**src/rtl/decode_stage.sv**
```systemverilog
// decode_stage: registered RV32I decode with valid/ready handshakes and a two-entry skid buffer.
// Define DECODE_RV32M_EN to also decode the RV32M multiply/divide group.
module decode_stage #(
  parameter int WIDTH = 32,
  parameter int PC_WIDTH = 32,
  parameter int REG_WIDTH = 5,
  parameter int INSTR_TYPE_WIDTH = 8,
  parameter int CNT_WIDTH = 16
) (
  input  logic                        clk,
  input  logic                        reset,
  input  logic                        flush,
  input  logic                        in_valid,
  output logic                        in_ready,
  input  logic [WIDTH-1:0]            inst,
  input  logic [PC_WIDTH-1:0]         in_pc,
  output logic                        out_valid,
  input  logic                        out_ready,
  output logic [PC_WIDTH-1:0]         out_pc,
  output logic [INSTR_TYPE_WIDTH-1:0] instr_type,
  output logic [REG_WIDTH-1:0]        rd,
  output logic [REG_WIDTH-1:0]        rs1,
  output logic [REG_WIDTH-1:0]        rs2,
  output logic                        rde,
  output logic                        rs1e,
  output logic                        rs2e,
  output logic [WIDTH-1:0]            imm,
  output logic                        illegal,
  output logic [CNT_WIDTH-1:0]        decode_count
);
  typedef logic [INSTR_TYPE_WIDTH-1:0] type_t;
  // Base codes; contiguous groups are offset by a funct3-derived index.
  localparam type_t T_LUI = 0, T_AUIPC = 1, T_JAL = 2, T_JALR = 3, T_BEQ = 4, T_LB = 10, T_SB = 15;
  localparam type_t T_ADDI = 18, T_SLLI = 24, T_SRLI = 25, T_SRAI = 26, T_ADD = 27, T_SUB = 28, T_SRA = 34;
`ifdef DECODE_RV32M_EN
  localparam type_t T_MUL = 37;
`endif
  typedef enum logic [2:0] {F_R, F_I, F_S, F_B, F_U, F_J, F_X} fmt_t;
  typedef enum logic [1:0] {EMPTY, ONE, FULL} state_t;
  typedef struct packed {
    logic [PC_WIDTH-1:0]  pc;
    type_t                itype;
    logic [REG_WIDTH-1:0] rd;
    logic [REG_WIDTH-1:0] rs1;
    logic [REG_WIDTH-1:0] rs2;
    logic                 rde;
    logic                 rs1e;
    logic                 rs2e;
    logic [WIDTH-1:0]     imm;
    logic                 illegal;
  } ent_t;
  localparam ent_t RST = '{itype: '1, default: '0};
  logic [6:0] op, f7;
  logic [2:0] f3;
  type_t f3t, t;
  fmt_t fmt;
  ent_t d, a, b;
  state_t state, nxt;
  logic load_a, load_b, shift, xfer;
  logic [CNT_WIDTH-1:0] cnt;
  assign op = inst[6:0];
  assign f3 = inst[14:12];
  assign f7 = inst[31:25];
  assign f3t = type_t'(f3);
  always_comb begin
    t = '1;
    fmt = F_X;
    case (op)
      7'b0110111: begin t = T_LUI; fmt = F_U; end
      7'b0010111: begin t = T_AUIPC; fmt = F_U; end
      7'b1101111: begin t = T_JAL; fmt = F_J; end
      7'b1100111: if (f3 == 3'd0) begin t = T_JALR; fmt = F_I; end
      7'b1100011: if (f3[2:1] != 2'b01) begin t = f3[2] ? T_BEQ + f3t - 2 : T_BEQ + f3t; fmt = F_B; end
      7'b0000011: if (f3 != 3'd3 && f3[2:1] != 2'b11) begin t = f3[2] ? T_LB + f3t - 1 : T_LB + f3t; fmt = F_I; end
      7'b0100011: if (f3 < 3'd3) begin t = T_SB + f3t; fmt = F_S; end
      7'b0010011:
        if (f3 == 3'd1) begin
          if (f7 == 7'b0) begin t = T_SLLI; fmt = F_I; end
        end else if (f3 == 3'd5) begin
          if (f7 == 7'b0) begin t = T_SRLI; fmt = F_I; end
          else if (f7 == 7'b0100000) begin t = T_SRAI; fmt = F_I; end
        end else begin
          t = f3 == 3'd0 ? T_ADDI : f3[2:1] == 2'b11 ? T_ADDI + f3t - 2 : T_ADDI + f3t - 1;
          fmt = F_I;
        end
      7'b0110011:
        if (f7 == 7'b0) begin
          t = f3 == 3'd0 ? T_ADD : f3[2:1] == 2'b11 ? T_ADD + f3t + 2 : T_ADD + f3t + 1;
          fmt = F_R;
        end else if (f7 == 7'b0100000 && (f3 == 3'd0 || f3 == 3'd5)) begin
          t = f3 == 3'd0 ? T_SUB : T_SRA;
          fmt = F_R;
        end
`ifdef DECODE_RV32M_EN
        else if (f7 == 7'b0000001) begin
          t = T_MUL + f3t;
          fmt = F_R;
        end
`endif
      default: ;
    endcase
  end
  always_comb begin
    d.pc = in_pc;
    d.itype = t;
    d.rd = REG_WIDTH'(inst[11:7]);
    d.rs1 = REG_WIDTH'(inst[19:15]);
    d.rs2 = REG_WIDTH'(inst[24:20]);
    d.rde = fmt inside {F_R, F_I, F_U, F_J};
    d.rs1e = fmt inside {F_R, F_I, F_S, F_B};
    d.rs2e = fmt inside {F_R, F_S, F_B};
    d.imm = fmt == F_I ? {{(WIDTH-11){inst[31]}}, inst[30:20]} :
            fmt == F_S ? {{(WIDTH-11){inst[31]}}, inst[30:25], inst[11:7]} :
            fmt == F_B ? {{(WIDTH-12){inst[31]}}, inst[7], inst[30:25], inst[11:8], 1'b0} :
            fmt == F_U ? WIDTH'({inst[31:12], 12'b0}) :
            fmt == F_J ? {{(WIDTH-20){inst[31]}}, inst[19:12], inst[20], inst[30:21], 1'b0} : '0;
    d.illegal = fmt == F_X;
  end
  assign in_ready = state != FULL;
  assign out_valid = state != EMPTY;
  assign xfer = out_valid && out_ready;
  always_comb begin
    nxt = state;
    load_a = 1'b0;
    load_b = 1'b0;
    shift = 1'b0;
    if (flush) nxt = EMPTY;
    else case (state)
      EMPTY: if (in_valid) begin nxt = ONE; load_a = 1'b1; end
      ONE:
        if (in_valid && out_ready) load_a = 1'b1;
        else if (in_valid) begin nxt = FULL; load_b = 1'b1; end
        else if (out_ready) nxt = EMPTY;
      FULL: if (out_ready) begin nxt = ONE; shift = 1'b1; end
      default: nxt = EMPTY;
    endcase
  end
  always_ff @(posedge clk or posedge reset)
    if (reset) begin
      state <= EMPTY;
      a <= RST;
      b <= RST;
      cnt <= '0;
    end else begin
      state <= nxt;
      cnt <= cnt + CNT_WIDTH'(xfer);
      if (load_a) a <= d;
      else if (shift) a <= b;
      if (load_b) b <= d;
    end
  assign {out_pc, instr_type, rd, rs1, rs2, rde, rs1e, rs2e, imm, illegal} = a;
  assign decode_count = cnt;
endmodule

```
**config.mk**
```make
export PLATFORM = sky130hd
export DESIGN_NAME = decode_stage
export DESIGN_NICKNAME = d
export VERILOG_FILES = /design/src/rtl/decode_stage.sv
export SDC_FILE = /design/constraint.sdc
export NUM_CORES = 1
export LEC_CHECK = 0
export CAP_MARGIN = 20
export CELL_PAD_IN_SITES_DETAIL_PLACEMENT = 2
export CELL_PAD_IN_SITES_GLOBAL_PLACEMENT = 2
export CORE_MARGIN = 8
export CORE_UTILIZATION = 31
export CTS_CLUSTER_DIAMETER = 50
export DETAILED_ROUTE_END_ITERATION = 12
export PLACE_DENSITY = 0.81
export SYNTH_ARGS = -nofsm -noshare
export SYNTH_HDL_FRONTEND = slang
export SYNTH_SLANG_ARGS = --single-unit
export TNS_END_PERCENT = 100
```
**constraint.sdc**
```tcl
create_clock -name clk -period 7.2 [get_ports clk]
set_clock_uncertainty 0.05 [all_clocks]
set_input_delay 0.72 -clock clk [delete_from_list [all_inputs] [get_ports clk]]
set_output_delay 0.72 -clock clk [all_outputs]
set_load 0.05 [all_outputs]
```
==> results.json <==
{
  "worstPathArrival_ps": 5250,
  "critPathLaunchType": "input port",
  "worstPathRequired_ps": 7500,
  "status": "finished clean",
  "synth_cell_types": 61,
  "whs_ps": 428,
  "ctsResizeCount": 0,
  "cp_num_cells": 10,
  "fin_crit_ps": 4950,
  "peakVddDrop_mv": 0.165,
  "powerDensity_nw_per_um2": 271,
  "hold_viol_final": 0,
  "fin_area_um2": 12100,
  "wl_per_cell_um": 20.1,
  "htreeDepth": 4,
  "final_core_util": 0.400,
  "r2r_start": "state[1]",
  "p_leak_nw": 5.47,
  "firstDrtPassIters": 4,
  "drive_above_1_share": 0.0626,
  "overflow": 0,
  "startpoint": "inst[13]",
  "dp.final_hpwl_mm": 22.4,
  "setup_violations": 0,
  "routabilityCongestion": 0.827,
  "clockRootBuffer": "clkbuf_16",
  "worstSetupPathType": "input port to flop",
  "num_vias": 8427,
  "max_freq_mhz": 202,
  "io_buffer_count": 177,
  "critPathMaxFanout": 18,
  "grt_pass1_vias": 9508,
  "final_antenna_net_count": 0,
  "worstMarginPinSlew_ps": 1120,
  "clock-sinks": 200,
  "cts_tree": "done",
  "synth_ff_type": "dfrtp_1",
  "finalCritPeriodShare": 0.687,
  "grt_max_degree": 103,
  "ys_seq_area_frac": 0.529,
  "grt_first_pass_wirelength_mm": 53.4,
  "syn_inst": 1103,
  "final_cell_mix": "nand2_1, dfrtp_1, clkdlybuf4s50_1, nor2_1, o21ai_0",
  "drc_errors": 0,
  "gr-usage-all-layers": 0.183,
  "final_nets": 1319,
  "synth_area_um2": 9500,
  "maxCapViolCount": 0,
  "critPathCaptureType": "flop",
  "drt_iter0_drc": 499,
  "r2r_cells": 5,
  "finalWirelength_mm": 32.9,
  "async_reset_ff_frac": 1.00,
  "clock_latency_ps": 440,
  "hp-start": "b[43]",
  "min_path_type": "flop to flop",
  "syn_nets": 1188,
  "synth_seq_cells": 200,
  "layout_commonest_cell": "nand2_1",
  "slew_viol_final": 0,
  "place_area_um2": 11600,
  "antenna_found_initial": 0,
  "cts-hold-fix-buffers": 0,
  "antenna-diode-count": 0,
  "viasPerCell": 5.13,
  "start_util": 0.313,
  "rows": 64,
  "coreArea_um2": 30300,
  "die-area_um2": 36500,
  "synth_warnings": 0,
  "yosysTopAreaCellShare": 0.485,
  "rsz0062_at_grt": "false",
  "area_growth_pct": 27.9,
  "setup_tns_ps": 0,
  "synth_edf_count": 0,
  "slowest_stage": "a211oi_2",
  "io-pin-count": 178,
  "cts_buffers": 17,
  "avgSynthCellArea_um2": 8.61,
  "path_delay_family": "simple AND/OR/NAND/NOR gates",
  "clock_path_buffers": 2,
  "path_clk_slew_ps": 80,
  "p_total_mw": 3.30,
  "worst-path-buf-inv": 2,
  "critPathMaxStageDelay_ps": 820,
  "relSlewSlack": 0.254,
  "die-height_um": 191,
  "worstPathCellList": "clkdlybuf4s50_1 > inv_1 > ha_1 > nor2b_1 > a2111o_1 > o211ai_1 > or3_1 > a211oi_2 > nand2b_1 > a32oi_1",
  "synth_area_leader_cell": "dfrtp_1",
  "die_w_um": 191,
  "netlist_top_cells_area": "dfrtp_1, nand2_1, dfstp_2, a31oi_1, nor2_1",
  "holdPathStages": 2,
  "post_cts_buffers": 0
}
## metrics by stage
step | std cells | setup slack (ps)
finish | 1643 | 2250
global route | 1643 | 1930
CTS | 1643 | 2210
detailed placement | 1611 | 1730
global placement | 1611 | 2000
floorplan | 1103 | 1000
## area by class of cell
type / count / area (um^2)
fill: 3353 / 18200
sequential: 200 / 5020
multi-input combinational: 820 / 4180
timing repair buffer: 184 / 1820
tap: 396 / 495
clock buffer: 21 / 460
clock inverter: 11 / 113
inverter: 11 / 48.8
## worst paths after layout
path,end,slack (ps)
max,imm[13],2250
min,b[43],430
max reg2reg,out_pc[16],4190
min reg2reg,b[43],430
max in group asynchronous,b[33],5090
min in group asynchronous,decode_count[14],740
## cell usage after synthesis (4+ instances only)
cell type	n
nor3_1	6
a22oi_1	9
a2111oi_0	5
nor2_1	89
o21ai_0	57
a31oi_1	55
and3_1	5
ha_1	16
dfstp_2	16
nand2_1	394
nor2b_1	9
or3_1	4
a32oi_1	10
a21o_1	7
nand3_1	15
xnor2_1	14
nand2b_1	7
inv_1	11
and2_1	4
a21oi_1	46
clkbuf_1	65
a22o_1	6
dfrtp_1	184
xor2_1	7
## worst min-delay path, cell delays in order, from the launching register on
cell and delay [ps]:
dfrtp_1 340, nand2_1 50, nand2_1 50
## power by group
group | internal, mW | leakage, nW | switching (mW) | total [mW]
sequential | 1.33 | 2.48 | 0.121 | 1.45
combinational | 0.298 | 2.72 | 0.585 | 0.884
clock | 0.503 | 0.273 | 0.459 | 0.962
total | 2.13 | 5.47 | 1.17 | 3.30
## state kept, by name, summed over array words and instances (netlist names)
signal,flops
b,91
decode_count,16
illegal,1
imm,32
instr_type,8
out_pc,32
rd,5
rde,1
rs1,5
rs1e,1
rs2,5
rs2e,1
state,2
## metal layers
metal  wire length (um)  GRT usage
met1              14900      0.232
met3               1160     0.0312
met2              16300      0.318
met5                  0          0
met4                558     0.0515
## kinds of logic after synthesis
| logic type | after synthesis | share of synthesized area |
|---|---|---|
| AOI/OAI and AO/OA | 223 | 0.151 |
| xor gates and xnor gates | 21 | 0.0194 |
| adders and majority gates | 16 | 0.0211 |
| buffers and inverters | 83 | 0.0340 |
| DFF | 200 | 0.529 |
| muxes | 4 | 0.00448 |
| and+or+nand+nor | 556 | 0.241 |
Note: power is estimated with default switching activity, not from simulation.
